==> config.mk <==
export PLATFORM = sky130hd
export DESIGN_NAME = bist_ctrl
export DESIGN_NICKNAME = d
export VERILOG_FILES = /design/src/rtl/bist_ctrl.sv
export SDC_FILE = /design/constraint.sdc
export NUM_CORES = 1
export LEC_CHECK = 0
export BUFFER_PORTS_ARGS = -buffer_cell sky130_fd_sc_hd__buf_2
export CAP_MARGIN = 5
export CORE_ASPECT_RATIO = 1.4
export CORE_MARGIN = 3
export CORE_UTILIZATION = 35
export DETAILED_ROUTE_END_ITERATION = 10
export PLACE_DENSITY = 0.53
export SLEW_MARGIN = 20
export SYNTH_ARGS = -nofsm -noshare
export SYNTH_HDL_FRONTEND = slang
export SYNTH_SLANG_ARGS = --single-unit
==> constraint.sdc <==
create_clock -name clk -period 2.5 [get_ports clk]
set_input_delay 0.75 -clock clk [delete_from_list [all_inputs] [get_ports clk]]
set_output_delay 0.75 -clock clk [all_outputs]
set_load 0.03 [all_outputs]
==> src/rtl/bist_ctrl.sv <==
// Purpose : BIST sequencer - clears/enables the TPG, compacts CUT responses in a MISR, checks the golden signature.
// Latency : start sampled at edge k -> busy after k+1, done after k+N_PATTERNS+3; outputs trail the state by one edge.
// Backpressure: none; start is a level request honoured only in IDLE/DONE, abort wins over start at any time.
//
// Ports:
//   clk        system clock, rising edge
//   rst        asynchronous active-low reset
//   start      level run request (sampled in IDLE and DONE)
//   abort      synchronous abort back to IDLE, clears signature/count/pass
//   resp       CUT response for the current pattern
//   tpg_clr    pattern generator clear, one cycle per run
//   tpg_en     pattern generator enable, N_PATTERNS cycles per run
//   busy       run in progress (INIT/RUN/COMPARE)
//   done       run finished, pass valid
//   pass       result of the last signature compare
//   sig_out    (BIST_SIG_OUT_EN only) live MISR contents
//   fail_pulse (BIST_SIG_OUT_EN only) one-cycle strobe when a compare fails
//
// Build option: define BIST_SIG_OUT_EN to expose sig_out and fail_pulse.
module bist_ctrl #(
    parameter int              N_PATTERNS = 15,
    parameter int              WIDTH      = 4,
    parameter logic [WIDTH-1:0] GOLDEN    = '0
) (
    input  logic             clk,
    input  logic             rst,
    input  logic             start,
    input  logic             abort,
    input  logic [WIDTH-1:0] resp,
`ifdef BIST_SIG_OUT_EN
    output logic [WIDTH-1:0] sig_out,
    output logic             fail_pulse,
`endif
    output logic             tpg_clr,
    output logic             tpg_en,
    output logic             busy,
    output logic             done,
    output logic             pass
);

    localparam int             CW   = $clog2(N_PATTERNS + 1);
    localparam logic [CW-1:0]  LAST = CW'(N_PATTERNS - 1);

    typedef enum logic [2:0] {
        S_IDLE = 3'd0,
        S_INIT = 3'd1,
        S_RUN  = 3'd2,
        S_CMP  = 3'd3,
        S_DONE = 3'd4
    } state_t;

    state_t           state_q, state_d;
    logic [WIDTH-1:0] sig_q, sig_d;
    logic [CW-1:0]    count_q, count_d;
    logic             pass_q, pass_d;
    logic             tpg_clr_q, tpg_clr_d;
    logic             tpg_en_q, tpg_en_d;
    logic             busy_q, busy_d;
    logic             done_q, done_d;
    logic             fail_q, fail_d;
    logic [WIDTH-1:0] misr_nxt;

    // MISR: shift left, feedback of the MSB into taps 0 and 1, response folded in on every bit.
    always_comb begin
        misr_nxt    = '0;
        misr_nxt[0] = sig_q[WIDTH-1] ^ resp[0];
        misr_nxt[1] = sig_q[0] ^ sig_q[WIDTH-1] ^ resp[1];
        for (int i = 2; i < WIDTH; i++) begin
            misr_nxt[i] = sig_q[i-1] ^ resp[i];
        end
    end

    always_comb begin
        state_d = state_q;
        sig_d   = sig_q;
        count_d = count_q;
        pass_d  = pass_q;

        case (state_q)
            S_IDLE: begin
                if (start) state_d = S_INIT;
            end
            S_INIT: begin
                sig_d   = '0;
                count_d = '0;
                state_d = S_RUN;
            end
            S_RUN: begin
                sig_d   = misr_nxt;
                count_d = count_q + CW'(1);
                if (count_q == LAST) state_d = S_CMP;
            end
            S_CMP: begin
                pass_d  = (sig_q == GOLDEN);
                state_d = S_DONE;
            end
            S_DONE: begin
                if (start) state_d = S_INIT;
            end
            default: state_d = S_IDLE;
        endcase

        if (abort) begin
            state_d = S_IDLE;
            sig_d   = '0;
            count_d = '0;
            pass_d  = 1'b0;
        end
    end

    // Output flops decode the current state; abort forces them low on the same edge
    // that takes the FSM back to IDLE so the TPG stops immediately.
    always_comb begin
        tpg_clr_d = !abort && (state_q == S_INIT);
        tpg_en_d  = !abort && (state_q == S_RUN);
        busy_d    = !abort && ((state_q == S_INIT) || (state_q == S_RUN) || (state_q == S_CMP));
        done_d    = !abort && (state_q == S_DONE);
        fail_d    = !abort && (state_q == S_CMP) && (sig_q != GOLDEN);
    end

    always_ff @(posedge clk or negedge rst) begin
        if (!rst) begin
            state_q   <= S_IDLE;
            sig_q     <= '0;
            count_q   <= '0;
            pass_q    <= 1'b0;
            tpg_clr_q <= 1'b0;
            tpg_en_q  <= 1'b0;
            busy_q    <= 1'b0;
            done_q    <= 1'b0;
            fail_q    <= 1'b0;
        end else begin
            state_q   <= state_d;
            sig_q     <= sig_d;
            count_q   <= count_d;
            pass_q    <= pass_d;
            tpg_clr_q <= tpg_clr_d;
            tpg_en_q  <= tpg_en_d;
            busy_q    <= busy_d;
            done_q    <= done_d;
            fail_q    <= fail_d;
        end
    end

    assign tpg_clr = tpg_clr_q;
    assign tpg_en  = tpg_en_q;
    assign busy    = busy_q;
    assign done    = done_q;
    assign pass    = pass_q;

`ifdef BIST_SIG_OUT_EN
    assign sig_out    = sig_q;
    assign fail_pulse = fail_q;
`else
    // fail_q has no consumer without the debug ports; keep it tied into a used net.
    logic unused_fail;
    assign unused_fail = fail_q;
`endif

endmodule

Yosys cells after proc, flatten, opt, wreduce, memory -nomap -nowiden

Cells that the tools add are included.

Bits in registers: 16
Input port bits: 8
Output and inout port bits: 5

Multiplexer cells: 10
Reductions and logical operators: 13
Equality and inequality tests: 7
$add $sub $neg: 1
Bitwise logic cells: 5

Operators by type and width:

| kind                  | number |
|---|---|
| $pmux W4 S2           | 2 |
| $pmux W3 S4           | 1 |
| $mux W3               | 3 |
| $mux W4               | 2 |
| $eq A3 B2 Y1 const B  | 2 |
| $xor A1 B1 Y1         | 5 |
| $add A4 B1 Y4 const B | 1 |
| $eq A4 B4 Y1 const B  | 1 |
| $logic_and A1 B1 Y1   | 4 |
| $logic_not A4 Y1      | 1 |
| $eq A3 B1 Y1 const B  | 1 |
| $eq A3 B3 Y1 const B  | 1 |
| $logic_not A3 Y1      | 1 |
| $ne A3 B1 Y1 const B  | 1 |
| $ne A3 B3 Y1 const B  | 1 |
| $reduce_bool A3 Y1    | 1 |
| $logic_or A1 B1 Y1    | 2 |
| $mux W1               | 2 |
| $reduce_and A2 Y1     | 1 |
| $reduce_bool A2 Y1    | 1 |
| $reduce_or A2 Y1      | 1 |
| $logic_not A1 Y1      | 1 |

Logic depth before layout (Yosys ltp)

Depth after elaboration: 4
Depth in mapped cells: 5
Gate-level depth less buffers: 5

Worst setup path after synthesis

No wires, ideal clock.

Kind: input to register
From: input port abort
To: register count_q[0]
Stages: 4
Setup slack: 0.914 ns
Path buffers: 2
Setup time: 0.065 ns
Arrival: 1.521 ns
Data required time: 2.435 ns
Cells stage by stage: buf_2 nor4b_2 buf_2 mux2_2

Word-level cells in the longest chain between the ends: 1

Ends and longest elaborated chain:

| element                                                 | line | source |
|---|---|---|
| start, declared                                         | 28   | `input logic abort,` |
| $reduce_bool A3 Y1 (no line) or $mux W4 (tied branches) | -    |  |
| end signal, assigned                                    | 135  | `count_q <= count_d;` |
| end, declared                                           | 54   | `logic [CW-1:0] count_q, count_d;` |

Several ways; a longest one is shown, not always the timed one.
A chain may end at the register's enable or synchronous reset.

Final worst setup path

From: register pass_q (netlist: pass)
To: output port pass

RTL lines:

| element                | line | source |
|---|---|---|
| start, declared        | 55   | `logic pass_q, pass_d;` |
| start signal, assigned | 136  | `pass_q <= pass_d;` |
| end, declared          | 38   | `output logic pass` |

No word-level cell between the ends.

==> results_dict.tcl <==
set metrics [dict create \
    status "finished, final reports clean" \
    p_int_uw 383.0 \
    dp_cells 89 \
    grt.total_usage_pct 10.79 \
    cp.required_ns 1.75 \
    grt_max_degree 17 \
    drt_iter0_drc 12 \
    synth_cells 58 \
    synth-simple-area-share_pct 14.21 \
    start_util_pct 37.48 \
    cpMaxStageDelayCell "dfrtp_1" \
    critical_path_buf_inv_count 1 \
    routabilityCongestion 0.7113 \
    synth_commonest_cells "16 x dfrtp_1, 6 x a22o_2, 4 x xor2_1" \
    clk_latency_ns 0.28 \
    synth_top_family_by_area "simple AND/OR/NAND/NOR gates" \
    rows 19 \
    start_kind "flip-flop" \
    multiInputGateArea_um2 306.5 \
    seqPwrFrac_pct 55.2 \
    post_cts_buffers 0 \
    syn_nets 68 \
    io_pins 13 \
    wl_um 1270 \
    slew_headroom_pct 71.84 \
    hold-worst-slack_ns 0.3664 \
    htreeDepth 1 \
    synth_mux_area_share_pct 4.230 \
    synth_cell_types 24 \
    netlist_top_cells_area "dfrtp_1 54%, a22o_2 8.1%, xor2_1 4.7%, xnor2_1 3.6%, ha_1 3.4%" \
    antenna_found_initial 0 \
    dr.pass1.iters 2 \
    cp_slowest_stage_delay_ns 0.39 \
    fin_cells 93 \
    p_comb_share_pct 11.6 \
    critPathMaxFanout 2 \
    core_mm2 0.001973 \
    synth_top_area_share_pct 54.15 \
    worst_ep_arrival_time_ns 0.85 \
    dp_hpwl_um 868.7 \
    layout-drive-gt1-share_pct 36.11 \
    ir_drop_v 0.0003153 \
    dieArea_mm2 0.002708 \
    cts_buffers 3 \
    synth-compound-area-share_pct 11.34 \
    wire_per_inst_um 13.66 \
    p_switching_uw 126.3 \
    grt_pass1_wl_um 2104 \
    path_delay_family "flip-flops" \
    ctsResizeCount 0 \
    finalCriticalPeriod_ns 1.598 \
    seq_area_um2 400.4 \
    cts-root-buf "clkbuf_4" \
    synth_fa_ha_area_share_pct 3.384 \
    setup_violations 0 \
    ys.flop_type "dfrtp_1" \
    period_share_pct 63.92 \
    worst_hold_path_type "input pin to async pin" \
    drv_cap 0 \
    ys_seq_area_share_pct 54.15 \
    synth_area_per_cell_um2 12.75 \
    grt_overflow_total 0 \
    synth.most_common_cell "dfrtp_1" \
    cp_cell_sequence "buf_2" \
    cts_tree "yes" \
    yosys.area.top_type "dfrtp_1" \
    swShare_pct 24.79 \
    nFillCells 189 \
    report.power.total_uw 509.2 \
    hold_viol_final 0 \
    drc 0 \
    synthXorXnorAreaFrac_pct 8.291 \
    p_clk_share_pct 33.2 \
    ant_nets 0 \
    die_h_um 60.39 \
    synth_edf_count 0 \
    die_w_um 44.85 \
    nNetsFinal 83 \
    fmax_mhz 625.8 \
    clock-sinks 16 \
    syn2layout_area_growth_pct 14.72 \
    grt_pass1_vias 475 \
    cts.path.max_buffers 2 \
    cellPowerDensity_mw_per_mm2 600.3 \
    endpoint_kind "primary output" \
    via_per_inst 5.269 \
    antennaDiodeCount 0 \
    slew_violations 0 \
    io_buffers 12 \
    finalClockSkew_ns 0.002301 \
    cts_hold_buf 0 \
    synth_seq_cells 16 \
    p_leak_uw 0.0004421 \
    async_reset_ff_share_pct 100.0 \
    tns_ns 0 \
    syn_area_um2 739.5 \
    critPathKind "flip-flop to primary output" \
    rsz0062_at_grt "no" \
    worst_slew_pin_slew_ns 0.4165 \
    vias 490 \
    path_clk_slew_ns 0.10 \
    yosys_warnings 0 \
]
-- power by group through the flow --
stage	Clock, µW	Combinational (µW)	Sequential, µW
after floorplan	0	37.7	289
after global placement	0	60.0	286
after detailed placement	0	60.1	286
after CTS	178	61.0	281
after global routing	187	66.9	283
final	169	59.1	281
-- stage by stage --
stage               utilization, %  setup WS [ns]  instance area (µm²)
floorplan                        -         0.9136                739.5
global placement             41.15         0.8013                812.0
detailed placement           41.15         0.7864                812.0
CTS                          42.99         0.8854                848.3
global route                 42.99         0.8682                848.3
finish                       42.99         0.9020                848.3
-- kinds of logic (layout without fill, tap and decap cells) --
kind of cell               count (synthesis)  in the layout
adders and majority gates                  2              2
muxes                                      3              3
DFF                                       16             16
buffers and inverters                      6             20
xor gates and xnor gates                   7              7
AOI/OAI and AO/OA                          9              9
and+or+nand+nor                           15             15
-- sequential cells by signal (all words and copies together) (netlist names) --
name and flops:
count_q 4, done 1, sig_q 4, busy 1, tpg_en 1, state_q 3
tpg_clr 1, pass 1
-- layout make-up --
cell class / instances / share of cell area (%)
inverter: 3 / 1.327
clock buffer: 4 / 4.277
multi-input combinational: 36 / 36.14
sequential: 16 / 47.20
tap: 21 / 3.097
timing repair buffer: 13 / 7.965
-- path summary, 6_finish.rpt --
| path | from | endpoint | slack (ns) | cells after the start |
|---|---|---|---|---|
| min in group clk | pass | pass | 0.55 | 2 |
| worst max-delay path | pass | pass | 0.90 | 1 |
| worst min-delay path | rst | done | 0.37 | 1 |
| worst max register to register | state_q[1] | count_q[2] | 1.15 | 4 |
| max in group asynchronous | rst | sig_q[1] | 1.87 | 1 |
| worst min register to register | pass | pass | 0.55 | 2 |
-- cells in the final DEF, fill, tap and decap left out --
master and count:
a21oi_1 1, a21oi_2 1, a221o_1 1, a22o_2 6, and3b_1 1, and4b_1 1, buf_2 12, buf_4 1
clkbuf_4 3, clkbuf_8 1, dfrtp_1 16, ha_1 2, inv_1 3, mux2_2 1, mux2i_1 2, nand3_1 1
nand3b_1 2, nor2_1 2, nor2b_1 1, nor3_1 2, nor4_1 2, nor4b_1 1, nor4b_2 1, or2_1 1
xnor2_1 3, xor2_1 4
-- metal layers --
metal	part of all wire, %	vias up	track usage [%]
met4	1.3	0	6.276
li1	-	235	-
met3	4.8	2	2.077
met5	0	-	0
met1	48	244	13.81
met2	46	9	16.84
Note: power is estimated with default switching activity, not from simulation.
